==> config.mk <==
export PLATFORM = sky130hd
export DESIGN_NAME = sdram_pattern_tester
export DESIGN_NICKNAME = d
export VERILOG_FILES = /design/src/rtl/sdram_pattern_tester.sv
export SDC_FILE = /design/constraint.sdc
export NUM_CORES = 1
export LEC_CHECK = 0
export ABC_AREA = 1
export CAP_MARGIN = 20
export CORE_MARGIN = 10
export CORE_UTILIZATION = 50
export CTS_CLUSTER_SIZE = 28
export DETAILED_ROUTE_END_ITERATION = 6
export PLACE_DENSITY = 0.82
export SLEW_MARGIN = 20
export SYNTH_ARGS = -nofsm -noshare
export SYNTH_HDL_FRONTEND = slang
export SYNTH_SLANG_ARGS = --single-unit
==> constraint.sdc <==
create_clock -name clk -period 4.5 [get_ports clk]
set_clock_uncertainty 0.2 [all_clocks]
set_input_delay 0.45 -clock clk [delete_from_list [all_inputs] [get_ports clk]]
set_output_delay 0.45 -clock clk [all_outputs]
set_load 0.02 [all_outputs]
==> src/rtl/sdram_pattern_tester.sv <==
// sdram_pattern_tester: SDRAM self-test engine. It writes a selectable pattern
// over an address window through the controller write port, reads the window
// back, and reports the mismatch count, the first failing address/data and a
// pass flag.
// Optional feature macro: SDRAM_TESTER_LOOP_EN. When defined, passes repeat
// while start stays high, odd passes use the inverted pattern, and iter_count
// counts completed passes.
module sdram_pattern_tester #(
  parameter int                DATA_W     = 16,
  parameter int                ADDR_W     = 32,
  parameter logic [ADDR_W-1:0] BASE_ADDR  = '0,
  parameter int                WORD_COUNT = 1024,
  parameter int                ADDR_STEP  = 1,
  parameter int                ERR_W      = 16
) (
  input  logic              clk,
  input  logic              rst_n,
  input  logic              start,
  input  logic [1:0]        mode,
  output logic              busy,
  output logic              done,
  output logic              pass,
  output logic [ERR_W-1:0]  err_count,
  output logic [ADDR_W-1:0] first_err_addr,
  output logic [DATA_W-1:0] first_err_data,
  output logic [15:0]       iter_count,
  output logic              writeport_wr,
  output logic [ADDR_W-1:0] writeport_addr,
  output logic [DATA_W-1:0] writeport_data,
  input  logic              writeport_ack,
  output logic              readport_rd,
  output logic [ADDR_W-1:0] readport_addr,
  input  logic [DATA_W-1:0] readport_data,
  input  logic              readport_ack
);

  localparam logic [31:0]       LFSR_SEED = 32'hACE10001;
  localparam logic [31:0]       LAST_IDX  = 32'(WORD_COUNT - 1);
  localparam logic [ADDR_W-1:0] STEP      = ADDR_W'(ADDR_STEP);
  localparam logic [5:0]        WALK_LAST = 6'(DATA_W - 1);

  typedef enum logic [2:0] {
    IDLE,
    WR_ISSUE,
    WR_GAP,
    RD_ISSUE,
    RD_GAP,
    DONE
  } state_t;

  state_t            state;
  logic [1:0]        mode_q;
  logic              inv_q;
  logic [31:0]       idx_q;
  logic [ADDR_W-1:0] addr_q;
  logic [31:0]       lfsr_q;
  logic [5:0]        walk_q;

  logic [ADDR_W-1:0] nxt_addr;
  logic [31:0]       nxt_lfsr;
  logic [5:0]        nxt_walk;
  logic [DATA_W-1:0] exp_data;
  logic              last_word;

  // Pattern for one word, optionally inverted for odd loop passes.
  function automatic logic [DATA_W-1:0] calc_pattern(
    input logic [1:0]        m,
    input logic [ADDR_W-1:0] a,
    input logic [31:0]       l,
    input logic [5:0]        w,
    input logic              inv
  );
    logic [DATA_W-1:0] p;
    case (m)
      2'd0:    p = DATA_W'(a);
      2'd1:    p = DATA_W'(1) << w;
      2'd2:    p = l[DATA_W-1:0];
      default: p = ~DATA_W'(a);
    endcase
    return inv ? ~p : p;
  endfunction

  // Next-word generator values and the expected data for the current word.
  always_comb begin
    nxt_addr  = addr_q + STEP;
    nxt_lfsr  = {lfsr_q[30:0], lfsr_q[31] ^ lfsr_q[21] ^ lfsr_q[1] ^ lfsr_q[0]};
    nxt_walk  = (walk_q == WALK_LAST) ? 6'd0 : walk_q + 6'd1;
    exp_data  = calc_pattern(mode_q, addr_q, lfsr_q, walk_q, inv_q);
    last_word = (idx_q == LAST_IDX);
  end

`ifdef SDRAM_TESTER_LOOP_EN
  logic [15:0] iter_q;
  assign iter_count = iter_q;
`else
  assign iter_count = 16'd0;
`endif

  // Test sequencer: state, word generators, request outputs and result registers.
  always_ff @(posedge clk or negedge rst_n) begin
    if (!rst_n) begin
      state          <= IDLE;
      mode_q         <= 2'd0;
      inv_q          <= 1'b0;
      idx_q          <= 32'd0;
      addr_q         <= BASE_ADDR;
      lfsr_q         <= LFSR_SEED;
      walk_q         <= 6'd0;
      busy           <= 1'b0;
      done           <= 1'b0;
      pass           <= 1'b0;
      err_count      <= '0;
      first_err_addr <= '0;
      first_err_data <= '0;
      writeport_wr   <= 1'b0;
      writeport_addr <= '0;
      writeport_data <= '0;
      readport_rd    <= 1'b0;
      readport_addr  <= '0;
`ifdef SDRAM_TESTER_LOOP_EN
      iter_q         <= 16'd0;
`endif
    end else begin
      case (state)
        IDLE, DONE: begin
          if (start) begin
            mode_q         <= mode;
            inv_q          <= 1'b0;
            idx_q          <= 32'd0;
            addr_q         <= BASE_ADDR;
            lfsr_q         <= LFSR_SEED;
            walk_q         <= 6'd0;
            busy           <= 1'b1;
            done           <= 1'b0;
            pass           <= 1'b0;
            err_count      <= '0;
            first_err_addr <= '0;
            first_err_data <= '0;
            writeport_wr   <= 1'b1;
            writeport_addr <= BASE_ADDR;
            writeport_data <= calc_pattern(mode, BASE_ADDR, LFSR_SEED, 6'd0, 1'b0);
`ifdef SDRAM_TESTER_LOOP_EN
            iter_q         <= 16'd0;
`endif
            state          <= WR_ISSUE;
          end
        end
        WR_ISSUE: begin
          if (writeport_ack) begin
            writeport_wr <= 1'b0;
            state        <= WR_GAP;
          end
        end
        WR_GAP: begin
          if (last_word) begin
            idx_q         <= 32'd0;
            addr_q        <= BASE_ADDR;
            lfsr_q        <= LFSR_SEED;
            walk_q        <= 6'd0;
            readport_rd   <= 1'b1;
            readport_addr <= BASE_ADDR;
            state         <= RD_ISSUE;
          end else begin
            idx_q          <= idx_q + 32'd1;
            addr_q         <= nxt_addr;
            lfsr_q         <= nxt_lfsr;
            walk_q         <= nxt_walk;
            writeport_wr   <= 1'b1;
            writeport_addr <= nxt_addr;
            writeport_data <= calc_pattern(mode_q, nxt_addr, nxt_lfsr, nxt_walk, inv_q);
            state          <= WR_ISSUE;
          end
        end
        RD_ISSUE: begin
          if (readport_ack) begin
            readport_rd <= 1'b0;
            if (readport_data != exp_data) begin
              if (err_count != '1) begin
                err_count <= err_count + 1'b1;
              end
              if (err_count == '0) begin
                first_err_addr <= addr_q;
                first_err_data <= readport_data;
              end
            end
            state <= RD_GAP;
          end
        end
        RD_GAP: begin
          if (last_word) begin
`ifdef SDRAM_TESTER_LOOP_EN
            if (start) begin
              iter_q         <= iter_q + 16'd1;
              inv_q          <= ~inv_q;
              idx_q          <= 32'd0;
              addr_q         <= BASE_ADDR;
              lfsr_q         <= LFSR_SEED;
              walk_q         <= 6'd0;
              writeport_wr   <= 1'b1;
              writeport_addr <= BASE_ADDR;
              writeport_data <= calc_pattern(mode_q, BASE_ADDR, LFSR_SEED, 6'd0, ~inv_q);
              state          <= WR_ISSUE;
            end else begin
              busy  <= 1'b0;
              done  <= 1'b1;
              pass  <= (err_count == '0);
              state <= DONE;
            end
`else
            busy  <= 1'b0;
            done  <= 1'b1;
            pass  <= (err_count == '0);
            state <= DONE;
`endif
          end else begin
            idx_q         <= idx_q + 32'd1;
            addr_q        <= nxt_addr;
            lfsr_q        <= nxt_lfsr;
            walk_q        <= nxt_walk;
            readport_rd   <= 1'b1;
            readport_addr <= nxt_addr;
            state         <= RD_ISSUE;
          end
        end
        default: state <= IDLE;
      endcase
    end
  end

endmodule

======== Yosys cells after proc, flatten, opt, wreduce, memory -nomap -nowiden ========
Index checks and enable logic that the tools add are counted.
word-level totals
  bits in registers ....................... 256
operators by class
  equality and inequality tests ........... 23
  shifts and indexed selects .............. 2
  reductions and logical operators ........ 23
  muxes and demuxes ....................... 57
  bitwise logic cells ..................... 5
  $add $sub $neg .......................... 4
operators with widths
  operator                                          number
  2-to-1 mux 32 bit                                 12
  one-hot mux 32 bit (3 select lines)               3
  one-hot mux 32 bit (2 select lines)               3
  2-to-1 mux 16 bit                                 9
  one-hot mux 16 bit (2 select lines)               4
  one-hot mux 16 bit (3 select lines)               2
  adder 32 x 1 -> 32 bit, second input constant     2
  == test 32 x 10 -> 1 bit, second input constant   1
  NOT 16 bit                                        2
  left shift 1 x 6 -> 16 bit, first input constant  2
  2-to-1 mux 6 bit                                  4
  != test 2 bit, second input constant              10
  one-hot mux 6 bit (3 select lines)                1
  adder 16 x 1 -> 16 bit, second input constant     1
  logical NOT 16 bit                                1
  != test 16 bit                                    1
  != test 16 bit, second input constant             1
  one-hot mux 3 bit (5 select lines)                1
  AND reduction 3 bit                               5
  2-to-1 mux 3 bit                                  4
  AND reduction 5 bit                               2
  nonzero test 3 bit                                3
  2-to-1 mux 1 bit                                  8
  AND reduction 4 bit                               2
  other kinds (16)                                  30

======== Depth between registers and ports, before layout ========
  depth after elaboration ................. 6
  depth in mapped cells ................... 18
  depth with buffers taken out ............ 16

======== Least setup slack after synthesis ========
OpenSTA, ideal clock, no wires.
  path type ............................... reg-to-reg
  start ................................... register err_count[0]
  end ..................................... register err_count[7]
  path buffers ............................ 1
  required time ........................... 4234 ps
  arrival ................................. 2080 ps
  slack ................................... 2154 ps
  setup time .............................. 66 ps
  period minus slack after synthesis ...... 2346 ps
  stages on the path, launching flop included .. 15
  cells stage by stage .................... dfrtp_1 > ha_1 > nand2_1 > nor2_1 > nand2_1 > inv_1 > nand2_1 > inv_1 > nand3_1 > nor4_1 > nand2_1 > nand3_2 > buf_2 > nand2_1 > nand2_1
between the ends
  longest elaborated chain between the ends .. 5
  elaborated cells between the ends (all ways) .. 8
  classes of those cells .................. 1 x add/sub; 2 x eq/ne; 4 x mux; 1 x reduce/logical
RTL lines
  element                              RTL line  text
  start: declaration                   23        output logic [ERR_W-1:0] err_count,
  start signal: assignment             179       err_count <= err_count + 1'b1;
  adder 16 x 1 -> 16 bit               179
  2-to-1 mux 16 bit                    178       if (err_count != '1) begin
  2-to-1 mux 16 bit                    177       if (readport_data != exp_data) begin
  2-to-1 mux 16 bit                    175       if (readport_ack) begin
  one-hot mux 16 bit (2 select lines)  124       case (state)
Several ways; a longest one is shown, not always the timed one. The select of a mux whose other input is x is not followed.
A chain may end at the register's enable or synchronous reset.

======== Final worst setup path ========
  start ................................... register mode_q[1]
  end ..................................... register err_count[1]
between the ends
  longest elaborated chain between the ends .. 5
  elaborated cells between the ends (all ways) .. 7
  classes of those cells .................. 4 x eq/ne; 1 x mux; 2 x reduce/logical
RTL lines
  element                                      RTL line  text
  start: declaration                           52        logic [1:0] mode_q;
  start signal: assignment                     127       mode_q <= mode;
  == test 2 bit, or another cell as far along  74        case (m)
  one-hot mux 16 bit (3 select lines) *        74
  != test 16 bit *                             177
  != test 2 bit (no source line) *             n/a
  AND reduction 5 bit (no source line) *       n/a
Every way passes the cells marked *; elsewhere a longest branch is shown, timed or not.

==> results by group <==
Drt
  – First-pass iteration count of the detailed router: 6
  – Iter 0 DRT Violations: 1,489
  – Vias per cell: 5.78
  – Final wirelength: between 40,000 and 50,000 um
  – Drt wl/cell: 19.3 um
  – Routed Antenna Nets: 0
  – DRC Markers: 0
  – Via Count: 13,200

Finish
  – Layout net count: 1,938
  – Share of cells above drive strength 1: 6.00%
  – Fillers: 2,358
  – Synthesis-to-layout area growth: 20.6%
  – Non-Filler Instances: 2,274

STA
  – Setup total negative slack: 0 ps
  – Final worst-path cycle share: 75.2%
  – Max Clock Freq: 295 MHz
  – Final Critical Period: 3380 ps
  – Slew @ Worst Pin: between 900 and 1000 ps
  – RSZ-0062 raised after global routing: no
  – Final hold vios: 0
  – Slew Viols, Final: 0
  – Relative slew margins: between 30% and 40%
  – Finish-stage setup viols: 0

Pwr
  – Cell Pwr Density: approximately 500 nW/um^2
  – Clock share of power: 27.7%
  – P_leak: 0.00734 uW
  – Share of total power in combinational logic: 38.3%
  – Reg power frac: 34.0%
  – Peak VDD IR: 0.480 mV
  – P_int: a little under 5000 uW
  – Net Sw Frac: between 40% and 50%
  – Final Total Pwr: 8210 uW
  – Psw: 3360 uW

Yosys
  – Cells after Synth: 1,769
  – YS warnings: 0
  – Async set or reset register ratio after synthesis: 100%
  – Synth top area cells: dfrtp_1 45%, nand2_1 13%, inv_1 4.8%, o21ai_0 4.7%, nor2_1 4.4%
  – EDFF count, synth: 0
  – Top cell type's share of synthesized area: 45.2%
  – Yosys cell types: 49
  – Synthesized area: around 14,000 um^2
  – Main flop type after synthesis: dfrtp_1
  – Post-synthesis sequential area ratio: 47.0%
  – Area leader, netlist: dfrtp_1
  – #FFs+latches synth: 256
  – Syn avg cell area: between 7 and 8 um^2

Floorplan
  – Die W: 185 um
  – Die Height: ~190 um
  – Std cell rows: 60
  – Die area: approximately 34,000 um^2
  – Initial Util: 50.7%
  – Core footprint: 27,000 um^2
  – I/O Pins: 188

Placement
  – Inst Count DP: approximately 2,200
  – Buffers on Ports: 171
  – Post-DP HPWL: around 32,000 um
  – Gp weighted congestion: 0.974

Clock network
  – CTS tree: built
  – Clock transition at path regs: 60 ps
  – # clock sinks: 256
  – Clk buf depth: 3
  – Post-CTS setup buffers: 0
  – CTS buffer count: 28
  – Clock latency on the worst-skew pair: 560 ps
  – Htree depth: 1
  – CTS Hold Bufs: 1
  – Post-CTS resize count: 0
  – Root Driver: clkbuf_16

Global route
  – Vias in the first global route: 12,800
  – Grt ovf: 0
  – Gr usage total: 25.3%
  – Initial antenna violation count: 0
  – First-pass GRT wire length: ~70,000 um
  – Largest net degree at the start of global routing: 90

Worst setup path
  – Highest-delay cell along the critical path: nor2_4
  – CP max stage delay: 540 ps
  – CP Data Required Time: 4730 ps
  – Critical path fanouts, max: 62
  – CP endpoint kind: register
  – Worst setup path class: register to register
  – Worst Path Arrival: between 3000 and 4000 ps
  – Startpoint Class: register
  – Crit path top cell by count: nand2_1
  – CP cell instances: buf_4, nor2_4, nand2_1, nand2_1, inv_1, nand2_1, nand3_1, nand2_1, nor2_1, nand2_1, nor2_1, nand3_2, buf_4, nand3_2, nand2_1, nand2_1

Min path
  – HP Class: register to register

Job
  – Max-cap viol count: 0

Status
  – Status: complete, no violations
-- critical path, delay by kind of cell, from the launching register on --
family	cells	cell delay, ps
buffers and inverters	3	760
DFF	1	390
and+or+nand+nor	13	1900
-- final timing paths --
kind | from | end | slack (ps) | cells after the start
setup / recovery | mode_q[1]$_DFFE_PN0P_ | err_count[1]$_DFFE_PN0P_ | 1120 | 16
hold / removal | first_err_addr[27]$_DFFE_PN0P_ | first_err_addr[27]$_DFFE_PN0P_ | 270 | 2
setup reg to reg | mode_q[1]$_DFFE_PN0P_ | err_count[1]$_DFFE_PN0P_ | 1120 | 16
hold reg to reg | first_err_addr[27]$_DFFE_PN0P_ | first_err_addr[27]$_DFFE_PN0P_ | 270 | 2
max in group asynchronous | rst_n | writeport_addr[12]$_DFFE_PN0P_ | 2860 | 3
min in group asynchronous | rst_n | first_err_addr[20]$_DFFE_PN0P_ | 300 | 2
-- layout make-up --
| class | instances | area, um^2 | area share [%] |
|---|---|---|---|
| diodes | 1 | 2.50 | 0.0152 |
| clock buffers | 45 | 845 | 5.12 |
| clock inverters | 7 | 77.6 | 0.471 |
| inverters | 188 | 707 | 4.29 |
| multi-input cells | 1240 | 6060 | 36.8 |
| flip-flops and latches | 256 | 6420 | 38.9 |
| well taps | 341 | 427 | 2.59 |
| repair buffers | 196 | 1940 | 11.8 |
-- flip-flops by register name, summed over array words and instances, names as in the netlist --
signal,cells
first_err_data,16
err_count,16
writeport_data,16
state,3
readport_addr,32
addr_q,32
writeport_wr,1
idx_q,32
first_err_addr,32
walk_q,6
mode_q,2
done,1
writeport_addr,32
busy,1
pass,1
readport_rd,1
lfsr_q,32
-- cells by family after synthesis --
family,count (synthesis),synth area share (%)
adders and majority gates,5,0.458
AOI/OAI and AO/OA,292,11.9
other,1,0.0274
and+or+nand+nor,879,28.3
buffers and inverters,288,9.26
xor gates and xnor gates,48,3.08
DFF,256,47.0
-- synth_stat cells, types with 7 or more instances --
library cell	instances
o211ai_1	14
nand3_1	65
dfstp_2	9
inv_1	176
nor4_1	16
o21ai_1	16
nor3_1	46
nand2_1	468
nor2_1	160
o22ai_1	57
dfrtp_1	247
a21oi_1	56
clkbuf_1	24
buf_2	41
o21ai_0	127
xor2_1	44
buf_4	27
inv_2	9
nand4_1	89
o21bai_1	7
-- placed cells by master (no fill, tap or decap), types with 4 or more instances in the layout --
cell type,n
o21ai_1,16
clkdlybuf4s50_1,170
buf_4,21
a21oi_1,55
dfstp_2,9
nor3_1,45
conb_1,16
nor2_4,6
clkinv_2,4
nor2_1,159
clkbuf_16,28
nand2_1,468
nand3_2,4
clkbuf_1,9
o21ai_0,127
nand2_2,5
o22ai_1,57
nor4_1,16
xnor2_1,4
ha_1,5
clkbuf_8,8
inv_2,10
dfrtp_1,247
o21bai_1,7
nand3b_1,4
inv_1,175
nand4_1,89
o211ai_1,14
xor2_1,44
nand3_1,65
-- routing by layer --
| metal | up-vias | track usage, % | wire [um] |
|---|---|---|---|
| li1 | 6114 | - | - |
| met1 | 6312 | 34.2 | 18500 |
| met2 | 637 | 40.4 | 20100 |
| met3 | 91 | 4.19 | 3860 |
| met4 | 0 | 8.09 | 1340 |
| met5 | - | 0 | 0 |
-- power by group through the flow --
stage / clock, uW / combinational [uW] / sequential (uW)
final: 2280 / 3140 / 2790
after global routing: 2400 / 3430 / 2820
after CTS: 2310 / 3100 / 2790
after detailed placement: 0 / 3080 / 2820
after global placement: 0 / 3040 / 2810
after floorplan: 0 / 1920 / 2990
-- metrics by stage --
step / area [um^2] / hold slack (ps) / utilization [%] / setup slack, ps
finish: 16500 / 274 / 61.2 / 1120
global route: 16500 / 299 / 61.1 / 877
CTS: 16500 / 273 / 61.1 / 1200
detailed placement: 15500 / 258 / 57.7 / 1210
global placement: 15500 / 255 / 57.7 / 1280
floorplan: 13700 / -45.6 / - / 2150
Power figures use the tool's default switching activity.
